`src/rtl/keypad_scanner_if.sv`:
```
// Keypad pins and key-event bus shared by the scanner and the lock controller.
interface keypad_scanner_if;
  logic [3:0] row_n;
  logic [2:0] col_n;
  logic [9:0] number;
  logic       star;
  logic       sharp;
  logic       key_held;

  modport slave (
    input  row_n,
    output col_n, number, star, sharp, key_held
  );

  modport master (
    output row_n,
    input  col_n, number, star, sharp, key_held
  );
endinterface

```
`src/rtl/keypad_scanner.sv`:
```
// 4x3 active-low keypad scanner: column drive, row sync, frame snapshot,
// debounce FSM and single-cycle one-hot key events.
//
//   state      | meaning
//   -----------+--------------------------------------------------
//   S_IDLE     | no key accepted, waiting for a single-key frame
//   S_DEBOUNCE | same single key seen for cnt consecutive frames
//   S_HELD     | key accepted and event fired, waiting for empty frame
//   S_RELEASE  | empty frames counted toward an accepted release
module keypad_scanner #(
  parameter int SCAN_DIV = 1000,
  parameter int DEBOUNCE = 4
) (
  input  logic            clk,
  input  logic            n_rst,
  keypad_scanner_if.slave kp
);

  localparam int SW = (SCAN_DIV > 1) ? $clog2(SCAN_DIV) : 1;
  localparam int CW = $clog2(DEBOUNCE + 1);
  localparam logic [SW-1:0] SCAN_LAST = SW'(SCAN_DIV - 1);
  localparam logic [CW-1:0] DB_TARGET = CW'(DEBOUNCE);

  typedef enum logic [1:0] {S_IDLE, S_DEBOUNCE, S_HELD, S_RELEASE} state_t;
  typedef enum logic [1:0] {C_EMPTY, C_SINGLE, C_MULTI} class_t;

  logic [3:0]       row_s1_q, row_s1_d;
  logic [3:0]       row_s2_q, row_s2_d;
  logic [SW-1:0]    scan_cnt_q, scan_cnt_d;
  logic [1:0]       col_idx_q, col_idx_d;
  logic [2:0]       col_n_q, col_n_d;
  logic [2:0][3:0]  snap_q, snap_d;
  logic             frame_done_q, frame_done_d;
  state_t           state_q, state_d;
  logic [3:0]       key_q, key_d;
  logic [CW-1:0]    cnt_q, cnt_d;
  logic [9:0]       number_q, number_d;
  logic             star_q, star_d;
  logic             sharp_q, sharp_d;
  logic             key_held_q, key_held_d;

  logic             sample;
  logic [1:0]       hits;
  logic [3:0]       first_key;
  class_t           frame_class;
  logic             fire;
  logic [3:0]       fire_key;
  logic [CW-1:0]    cnt_inc;

  // Row synchroniser, scan counter, column drive and per-column snapshot.
  always_comb begin
    row_s1_d     = kp.row_n;
    row_s2_d     = row_s1_q;
    sample       = (scan_cnt_q == SCAN_LAST);
    scan_cnt_d   = sample ? '0 : scan_cnt_q + SW'(1);
    col_idx_d    = col_idx_q;
    col_n_d      = col_n_q;
    snap_d       = snap_q;
    frame_done_d = 1'b0;
    if (sample) begin
      case (col_idx_q)
        2'd0: begin
          snap_d[0] = ~row_s2_q;
          col_idx_d = 2'd1;
          col_n_d   = 3'b101;
        end
        2'd1: begin
          snap_d[1] = ~row_s2_q;
          col_idx_d = 2'd2;
          col_n_d   = 3'b011;
        end
        default: begin
          snap_d[2]    = ~row_s2_q;
          col_idx_d    = 2'd0;
          col_n_d      = 3'b110;
          frame_done_d = 1'b1;
        end
      endcase
    end
  end

  // Classify the completed frame; key index is row*3 + col.
  always_comb begin
    hits      = 2'd0;
    first_key = 4'd0;
    for (int c = 0; c < 3; c++) begin
      for (int r = 0; r < 4; r++) begin
        if (snap_q[c][r]) begin
          if (hits == 2'd0) first_key = 4'(r * 3 + c);
          if (hits != 2'd2) hits = hits + 2'd1;
        end
      end
    end
    case (hits)
      2'd0:    frame_class = C_EMPTY;
      2'd1:    frame_class = C_SINGLE;
      default: frame_class = C_MULTI;
    endcase
  end

  // Debounce FSM next state and registered event outputs.
  always_comb begin
    state_d  = state_q;
    key_d    = key_q;
    cnt_d    = cnt_q;
    fire     = 1'b0;
    fire_key = key_q;
    cnt_inc  = cnt_q + CW'(1);
    if (frame_done_q) begin
      case (state_q)
        S_IDLE: begin
          if (frame_class == C_SINGLE) begin
            key_d = first_key;
            if (DEBOUNCE == 1) begin
              fire     = 1'b1;
              fire_key = first_key;
              cnt_d    = '0;
              state_d  = S_HELD;
            end else begin
              cnt_d   = CW'(1);
              state_d = S_DEBOUNCE;
            end
          end
        end
        S_DEBOUNCE: begin
          if (frame_class == C_SINGLE && first_key == key_q) begin
            if (cnt_inc == DB_TARGET) begin
              fire    = 1'b1;
              cnt_d   = '0;
              state_d = S_HELD;
            end else begin
              cnt_d = cnt_inc;
            end
          end else begin
            cnt_d   = '0;
            state_d = S_IDLE;
          end
        end
        S_HELD: begin
          if (frame_class == C_EMPTY) begin
            if (DEBOUNCE == 1) begin
              cnt_d   = '0;
              state_d = S_IDLE;
            end else begin
              cnt_d   = CW'(1);
              state_d = S_RELEASE;
            end
          end
        end
        default: begin
          if (frame_class == C_EMPTY) begin
            if (cnt_inc == DB_TARGET) begin
              cnt_d   = '0;
              state_d = S_IDLE;
            end else begin
              cnt_d = cnt_inc;
            end
          end else begin
            cnt_d   = '0;
            state_d = S_HELD;
          end
        end
      endcase
    end

    number_d = '0;
    star_d   = 1'b0;
    sharp_d  = 1'b0;
    if (fire) begin
      case (fire_key)
        4'd9:    star_d   = 1'b1;
        4'd10:   number_d = 10'd1;
        4'd11:   sharp_d  = 1'b1;
        default: number_d = 10'(10'd1 << (fire_key + 4'd1));
      endcase
    end
    key_held_d = (state_d == S_HELD) || (state_d == S_RELEASE);
  end

  // All state flops; rows reset to the released (pulled-up) level.
  always_ff @(posedge clk or negedge n_rst) begin
    if (!n_rst) begin
      row_s1_q     <= 4'hF;
      row_s2_q     <= 4'hF;
      scan_cnt_q   <= '0;
      col_idx_q    <= 2'd0;
      col_n_q      <= 3'b110;
      snap_q       <= '0;
      frame_done_q <= 1'b0;
      state_q      <= S_IDLE;
      key_q        <= 4'd0;
      cnt_q        <= '0;
      number_q     <= '0;
      star_q       <= 1'b0;
      sharp_q      <= 1'b0;
      key_held_q   <= 1'b0;
    end else begin
      row_s1_q     <= row_s1_d;
      row_s2_q     <= row_s2_d;
      scan_cnt_q   <= scan_cnt_d;
      col_idx_q    <= col_idx_d;
      col_n_q      <= col_n_d;
      snap_q       <= snap_d;
      frame_done_q <= frame_done_d;
      state_q      <= state_d;
      key_q        <= key_d;
      cnt_q        <= cnt_d;
      number_q     <= number_d;
      star_q       <= star_d;
      sharp_q      <= sharp_d;
      key_held_q   <= key_held_d;
    end
  end

  assign kp.col_n    = col_n_q;
  assign kp.number   = number_q;
  assign kp.star     = star_q;
  assign kp.sharp    = sharp_q;
  assign kp.key_held = key_held_q;

endmodule

```
`src/flat_wrapper.sv`:
```
// flat-port wrapper written by rule: the top's interface ports become plain ports
module keypad_scanner_flat 
#(
  parameter int SCAN_DIV = 1000,
  parameter int DEBOUNCE = 4
)
  (clk, n_rst, kp_row_n, kp_col_n, kp_number, kp_star, kp_sharp, kp_key_held);
  keypad_scanner_if kp_i ();
  input  logic clk;
  input  logic n_rst;
  input wire logic [$bits(kp_i.row_n)-1:0] kp_row_n;
  output wire logic [$bits(kp_i.col_n)-1:0] kp_col_n;
  output wire logic [$bits(kp_i.number)-1:0] kp_number;
  output wire logic [$bits(kp_i.star)-1:0] kp_star;
  output wire logic [$bits(kp_i.sharp)-1:0] kp_sharp;
  output wire logic [$bits(kp_i.key_held)-1:0] kp_key_held;
  assign kp_i.row_n = kp_row_n;
  assign kp_col_n = kp_i.col_n;
  assign kp_number = kp_i.number;
  assign kp_star = kp_i.star;
  assign kp_sharp = kp_i.sharp;
  assign kp_key_held = kp_i.key_held;
  keypad_scanner #(.SCAN_DIV(SCAN_DIV), .DEBOUNCE(DEBOUNCE)) u_core (.clk(clk), .n_rst(n_rst), .kp(kp_i));
endmodule
```
`config.mk`:
```
export PLATFORM = sky130hd
export DESIGN_NAME = keypad_scanner_flat
export DESIGN_NICKNAME = d
export VERILOG_FILES = /design/src/rtl/keypad_scanner_if.sv /design/src/rtl/keypad_scanner.sv /design/src/flat_wrapper.sv
export SDC_FILE = /design/constraint.sdc
export NUM_CORES = 1
export LEC_CHECK = 0
export CORE_MARGIN = 5
export CORE_UTILIZATION = 40
export CTS_CLUSTER_DIAMETER = 60
export DETAILED_ROUTE_END_ITERATION = 10
export SLEW_MARGIN = 25
export SYNTH_ARGS = -nofsm -noshare
export SYNTH_HDL_FRONTEND = slang
export SYNTH_SLANG_ARGS = --single-unit
export TNS_END_PERCENT = 1
```
`constraint.sdc`:
```
create_clock -name clk -period 7.4 [get_ports clk]
set_input_delay 2.22 -clock clk [delete_from_list [all_inputs] [get_ports clk]]
set_output_delay 2.22 -clock clk [all_outputs]
set_load 0.01 [all_outputs]
```
==> results of run 1 <==
==> worst max-delay path: cells and delay by family, from the launching register on <==
kind	cells	cell delay (ns)
DFF	1	0.40
AOI/OAI and AO/OA	8	1.64
adders and majority gates	3	0.82
buffers and inverters	1	0.10
muxes	2	0.83
and+or+nand+nor	12	2.90
==> Yosys cell counts (all sizes together) (4+ instances only) <==
cell type	instances	area share (%)
nor4	11	2.2
xnor2	9	2.0
and3	4	0.63
inv	14	1.3
a21oi	24	3.0
ha	13	4.1
a31o	4	0.88
nand2	53	5.0
nor2	40	3.8
a31oi	5	0.79
nor3	17	2.5
xor2	6	1.3
buf	6	1.0
o211ai	11	2.1
o22ai	4	0.63
nand3	18	2.3
mux2i	6	1.5
and2	5	0.79
a41oi	4	1.4
o31ai	4	0.88
dfrtp	48	30
dfstp	10	6.6
clkbuf	14	1.3
a211oi	7	2.1
or2	7	1.1
o21ai	31	3.9
o21a	8	1.5
nand2b	7	1.3
a21o	4	0.75
==> path summary, 6_finish.rpt <==
check                           slack (ns)          startpoint                    to  depth (start not counted)
worst max register to register        0.61    u_core.snap_q[0]   u_core.kp.number[2]                         26
worst min register to register        0.35  u_core.row_s1_q[0]    u_core.row_s2_q[0]                          0
min in group asynchronous             2.01               n_rst   u_core.kp.number[9]                          2
worst max-delay path                  0.61    u_core.snap_q[0]   u_core.kp.number[2]                         26
worst min-delay path                  0.35  u_core.row_s1_q[0]    u_core.row_s2_q[0]                          0
max in group asynchronous             4.91               n_rst  u_core.scan_cnt_q[1]                          2
==> logic make-up (layout without fill, tap and decap cells) <==
group                    after synthesis  after routing
flip-flops                            58             58
AND/OR/NAND/NOR                      182            182
adder cells (fa/ha/maj)               14             14
XOR/XNOR                              15             15
AO/OA/AOI/OAI                        138            138
buffers and inverters                 35             56
multiplexers                           9              9
==> layout make-up <==
type | count | area [µm²]
repair buffers | 25 | 235
fillers | 948 | 5160
clock buffers | 9 | 124
multi-input cells | 358 | 2400
inverters | 15 | 56.3
flip-flops and latches | 58 | 1460
clock inverters | 7 | 125
well taps | 133 | 166
==> sequential cells by signal, summed over array words and instances, names as in the netlist <==
signal,count
u_core.snap_q,12
u_core.kp.number,10
u_core.scan_cnt_q,10
u_core.fire_key,4
u_core.row_s1_q,4
u_core.row_s2_q,4
u_core.cnt_q,3
u_core.kp.col_n,3
u_core.col_idx_q,2
u_core.state_q,2
u_core.frame_done_q,1
u_core.kp.key_held,1
u_core.kp.sharp,1
u_core.kp.star,1
==> through the flow <==
stage | std cells | setup WS (ns)
floorplan | 451 | 0.973
global placement | 587 | 0.743
detailed placement | 587 | 0.518
CTS | 603 | 0.480
global route | 605 | 0.0256
finish | 605 | 0.611
==> layer usage <==
layer	track usage, %	share of wire, %	vias to the layer above
met5	0	0	-
met4	5.88	1.8	0
met3	3.46	4.9	17
met2	24.1	46	93
met1	21.1	47	1576
li1	-	-	1707
==> repair_timing <==
item,in CTS,in global routing
endpoints found under the setup margin,0,13
setup buffers,0,2
gates resized for setup,0,5
==> report_power, final <==
group	leakage (nW)	internal, W	total (W)	switching (W)
Clock	0.124	0.000227	0.000364	0.000137
Combinational	0.999	0.00000237	0.00000831	0.00000594
Sequential	0.761	0.000321	0.000322	0.00000134
Total	1.88	0.000550	0.000695	0.000144
==> qor.yml, run 1 <==
status: "completed"
final_cell_mix: "nand2_1, dfrtp_1, nor2_1"
ys_seq_area_share_pct: 36.8
ios: 22
syn_to_final_growth_pct: 14.8
finalInstanceArea_mm2: 0.00457
finalClockSkew_ns: 0.0114
finalNetCount: 486
synthSimpleGateAreaFrac_pct: 23.8
cts_tree: "done"
cp_max_fo: 14
grt_antenna_before_repair: 0
synth-compound-area-share_pct: 25.3
synth_edf_count: 0
report.power.total_w: 0.000695
portBuffers: 21
startpoint_type: "flop"
path_clk_slew_ns: 0.08
dr.pass1.iters: 5
fin_crit_ns: 6.79
grt_start_max_net_pins: 59
rows: 36
required_ns: 7.63
setup_viol: 0
powerDensity_mw_per_mm2: 152
drc: 0
max_freq_mhz: 147
synth_cells: 451
drive_gt1_share_pct: 14.2
tightest_slew_ns: 0.698
cts_inserted_buffers: 9
final_max_slew_viol_count: 0
crit_top_cell: "ha_1"
synth.area.mux_share_pct: 2.73
relSlewSlack_pct: 53.5
ys_warn_count: 0
async_reset_ff_share_pct: 100
rsz0062_at_grt: "no"
synth.ff_latch_count: 58
tns_ns: 0
num_antenna_cells: 0
h-tree-depth: 3
yosysUniqueCellTypes: 80
hold_class: "reg -> reg"
grt_first_pass_wirelength_mm: 15.0
placed_area_mm2: 0.00428
finalCoreUtilization_pct: 47.0
drtIter0Drc: 190
whs_ns: 0.349
cts-root-buf: "clkbuf_8"
cts_hold_buf: 0
synthAdderAreaFrac_pct: 4.34
critical_path_class: "reg -> reg"
wl_per_cell_um: 14.5
final_common_cell: "nand2_1"
cts.path.max_buffers: 2
ir_drop_uv: 122
dpl.hpwl_mm: 6.35
cp_slowest_cell: "or4b_4"
grt_overflow: 0
syn_nets: 470
p_leak_nw: 1.88
hold_violations: 0
grt_pass1_vias: 3192
clock_latency_ns: 0.34
dieArea_mm2: 0.0120
synth_xor_area_share_pct: 3.30
start_util_pct: 40.9
vias: 3393
core_mm2: 0.00973
dieWidth_um: 110
synth_area_mm2: 0.00398
routed_wl_mm: 8.78
cp.arrival_ns: 7.02
synth-main-ff-cell: "dfrtp_1"
cts.sinks: 58
avgViaCountPerCell: 5.61
slowest_delay_ns: 0.56
period_share_pct: 91.7
endpoint_kind: "flop"
avgSynthCellArea_um2: 8.83
dieHeight_um: 110
max_cap_viol_count: 0
globalplace.congestion: 0.961
synth_top_family_by_area: "compound AO/OA/AOI/OAI gates"
drt.antenna.violating_nets: 0
grt_usage_pct: 15.5
Power figures use the tool's default switching activity.
==> inputs of run 2 (changes only) <==
CORE_MARGIN = unset   (was 5)
==> run 2 against run 1 <==
First-iteration DRC count rose by 46%. Sequential share of layout area rose by 0.43 points. Highest routed layer unchanged. Largest power group is now registers. Routed wire length fell by 3.0%. Critical path type unchanged. Die area fell by 14%.
==> qor.yml, run 2 (synthesis results as in run 1) <==
final_max_slew_viol_count: 0  # unchanged
final_cell_mix: "nand2_1, dfrtp_1, nor2_1"  # unchanged
tightest_slew_ns: 0.932  # was 0.698 ns
grt_usage_pct: 17.9  # was 15.5%
core_mm2: 0.00973  # unchanged
hold_end: "u_core.row_s2_q[2]"  # was u_core.row_s2_q[0]
tns_ns: 0  # unchanged
cp.arrival_ns: 7.15  # was 7.02 ns
h-tree-depth: 3  # unchanged
status: "completed"  # unchanged
ir_drop_uv: 161  # was 122 µV
reg2reg_from: "u_core.snap_q[0]"  # unchanged
rsz0062_at_grt: "no"  # unchanged
max_freq_mhz: 144  # was 147 MHz
crit_top_cell: "ha_1"  # unchanged
top_register: "u_core.snap_q"  # unchanged
portBuffers: 21  # unchanged
reg2reg_to: "u_core.kp.number[2]"  # unchanged
drtIter0Drc: 277  # was 190
grt_pass1_vias: 3156  # was 3192
dp_cells: 586  # was 587
dieHeight_um: 102  # was 110 µm
finalCoreUtilization_pct: 46.4  # was 47.0%
required_ns: 7.63  # about the same
syn_to_final_growth_pct: 13.3  # was 14.8%
period_share_pct: 93.6  # was 91.7%
area.sequential_mm2: 0.00146  # unchanged
setup_ws_ns: 0.477  # was 0.611 ns
globalplace.congestion: 0.848  # was 0.961
path_clk_slew_ns: 0.07  # was 0.08 ns
cts_inserted_buffers: 9  # unchanged
routed_wl_mm: 8.52  # was 8.78 mm
cts_hold_buf: 0  # unchanged
cp_max_fo: 14  # unchanged
grt_antenna_before_repair: 0  # unchanged
drc: 0  # unchanged
dr.pass1.iters: 4  # was 5
relSlewSlack_pct: 37.4  # was 53.5%
num_antenna_cells: 0  # unchanged
stdcell_count: 602  # was 605
setup_viol: 0  # unchanged
slowest_delay_ns: 0.60  # was 0.56 ns
fin_crit_ns: 6.92  # was 6.79 ns
drive_gt1_share_pct: 13.2  # was 14.2%
ios: 22  # unchanged
start_util_pct: 40.9  # unchanged
finalClockSkew_ns: 0.00861  # was 0.0114 ns
critical_path_class: "reg -> reg"  # unchanged
pre_cts_ws_ns: 0.515  # was 0.518 ns
grt_start_max_net_pins: 59  # unchanged
vias: 3386  # was 3393
startpoint_type: "flop"  # unchanged
critical_path.top_delay_family: "simple AND/OR/NAND/NOR gates"  # unchanged
dieWidth_um: 102  # was 110 µm
cts-root-buf: "clkbuf_8"  # unchanged
finalNetCount: 483  # was 486
dieArea_mm2: 0.0104  # was 0.0120 mm²
dpl.hpwl_mm: 6.16  # was 6.35 mm
worstHoldStart: "u_core.row_s1_q[2]"  # was u_core.row_s1_q[0]
clock_latency_ns: 0.34  # about the same
wl_per_cell_um: 14.2  # was 14.5 µm
powerDensity_mw_per_mm2: 143  # was 152 mW/mm²
cts_tree: "done"  # unchanged
endpoint_kind: "flop"  # unchanged
largest_register_ffs: 12  # unchanged
cts.path.max_buffers: 2  # unchanged
cp_slowest_cell: "or4b_1"  # was or4b_4
fillCellCount: 965  # was 948
grt_overflow: 0  # unchanged
avgViaCountPerCell: 5.62  # was 5.61
multi_input_area_mm2: 0.00239  # was 0.00240 mm²
grt_first_pass_wirelength_mm: 14.6  # was 15.0 mm
drt.antenna.violating_nets: 0  # unchanged
hold_depth: 0  # unchanged
final_common_cell: "nand2_1"  # unchanged
cts.sinks: 58  # unchanged
rows: 36  # unchanged
max_cap_viol_count: 0  # unchanged
hold_violations: 0  # unchanged
reg2reg_depth: 26  # unchanged
critical_path_buf_inv_count: 1  # unchanged
p_leak_nw: 1.84  # was 1.88 nW
reg2reg_slack_ns: 0.48  # was 0.61 ns
hold_class: "reg -> reg"  # unchanged
[run 2: cell type report]
cell class | instances | share of cell area, %
timing repair buffer | 22 | 4.72
clock buffer | 10 | 3.30
multi-input combinational | 358 | 53.0
inverter | 15 | 1.25
clock inverter | 6 | 1.58
tap | 133 | 3.69
sequential | 58 | 32.5
[run 2: power breakdown]
part | internal, W | leakage (nW) | switching, W
logic | 0.00000237 | 0.977 | 0.00000593
clock network | 0.000179 | 0.105 | 0.000136
registers | 0.000321 | 0.761 | 0.00000129
[run 2: stage by stage]
stage | hold slack [ns] | power (W) | area (µm²)
after detailed placement | 0.347 | 0.000337 | 4270
after global routing | 0.360 | 0.000670 | 4510
after floorplan | 0.345 | 0.000328 | 3980
after global placement | 0.346 | 0.000337 | 4270
final | 0.357 | 0.000645 | 4510
after CTS | 0.358 | 0.000655 | 4490
[run 2: layer usage]
layer	routed length, µm	GRT usage, %	up-vias
met5	0	0	-
met4	117	7.92	0
met3	361	3.86	13
met2	3840	27.1	87
met1	4200	24.6	1586
li1	-	-	1700
[run 2: worst max path at each step]
stage	from	endpoint	slack (ns)	cells past startpoint
4_1_cts	u_core.snap_q[0]	u_core.kp.number[1]	0.49	26
2_1_floorplan	u_core.snap_q[0]	u_core.kp.star	0.97	30
3_5_place_dp	u_core.snap_q[0]	u_core.kp.number[1]	0.51	26
6_report	u_core.snap_q[0]	u_core.kp.number[2]	0.48	26
5_1_grt	u_core.snap_q[0]	u_core.kp.number[2]	0.01	26
3_3_place_gp	u_core.snap_q[0]	u_core.kp.number[3]	0.72	26
[run 2: what timing repair did]
| action | 4_1_cts | 5_1_grt |
|---|---|---|
| resized for setup | 0 | 3 |
| endpoints found under the setup margin | 0 | 6 |
| setup buffers | 0 | 0 |
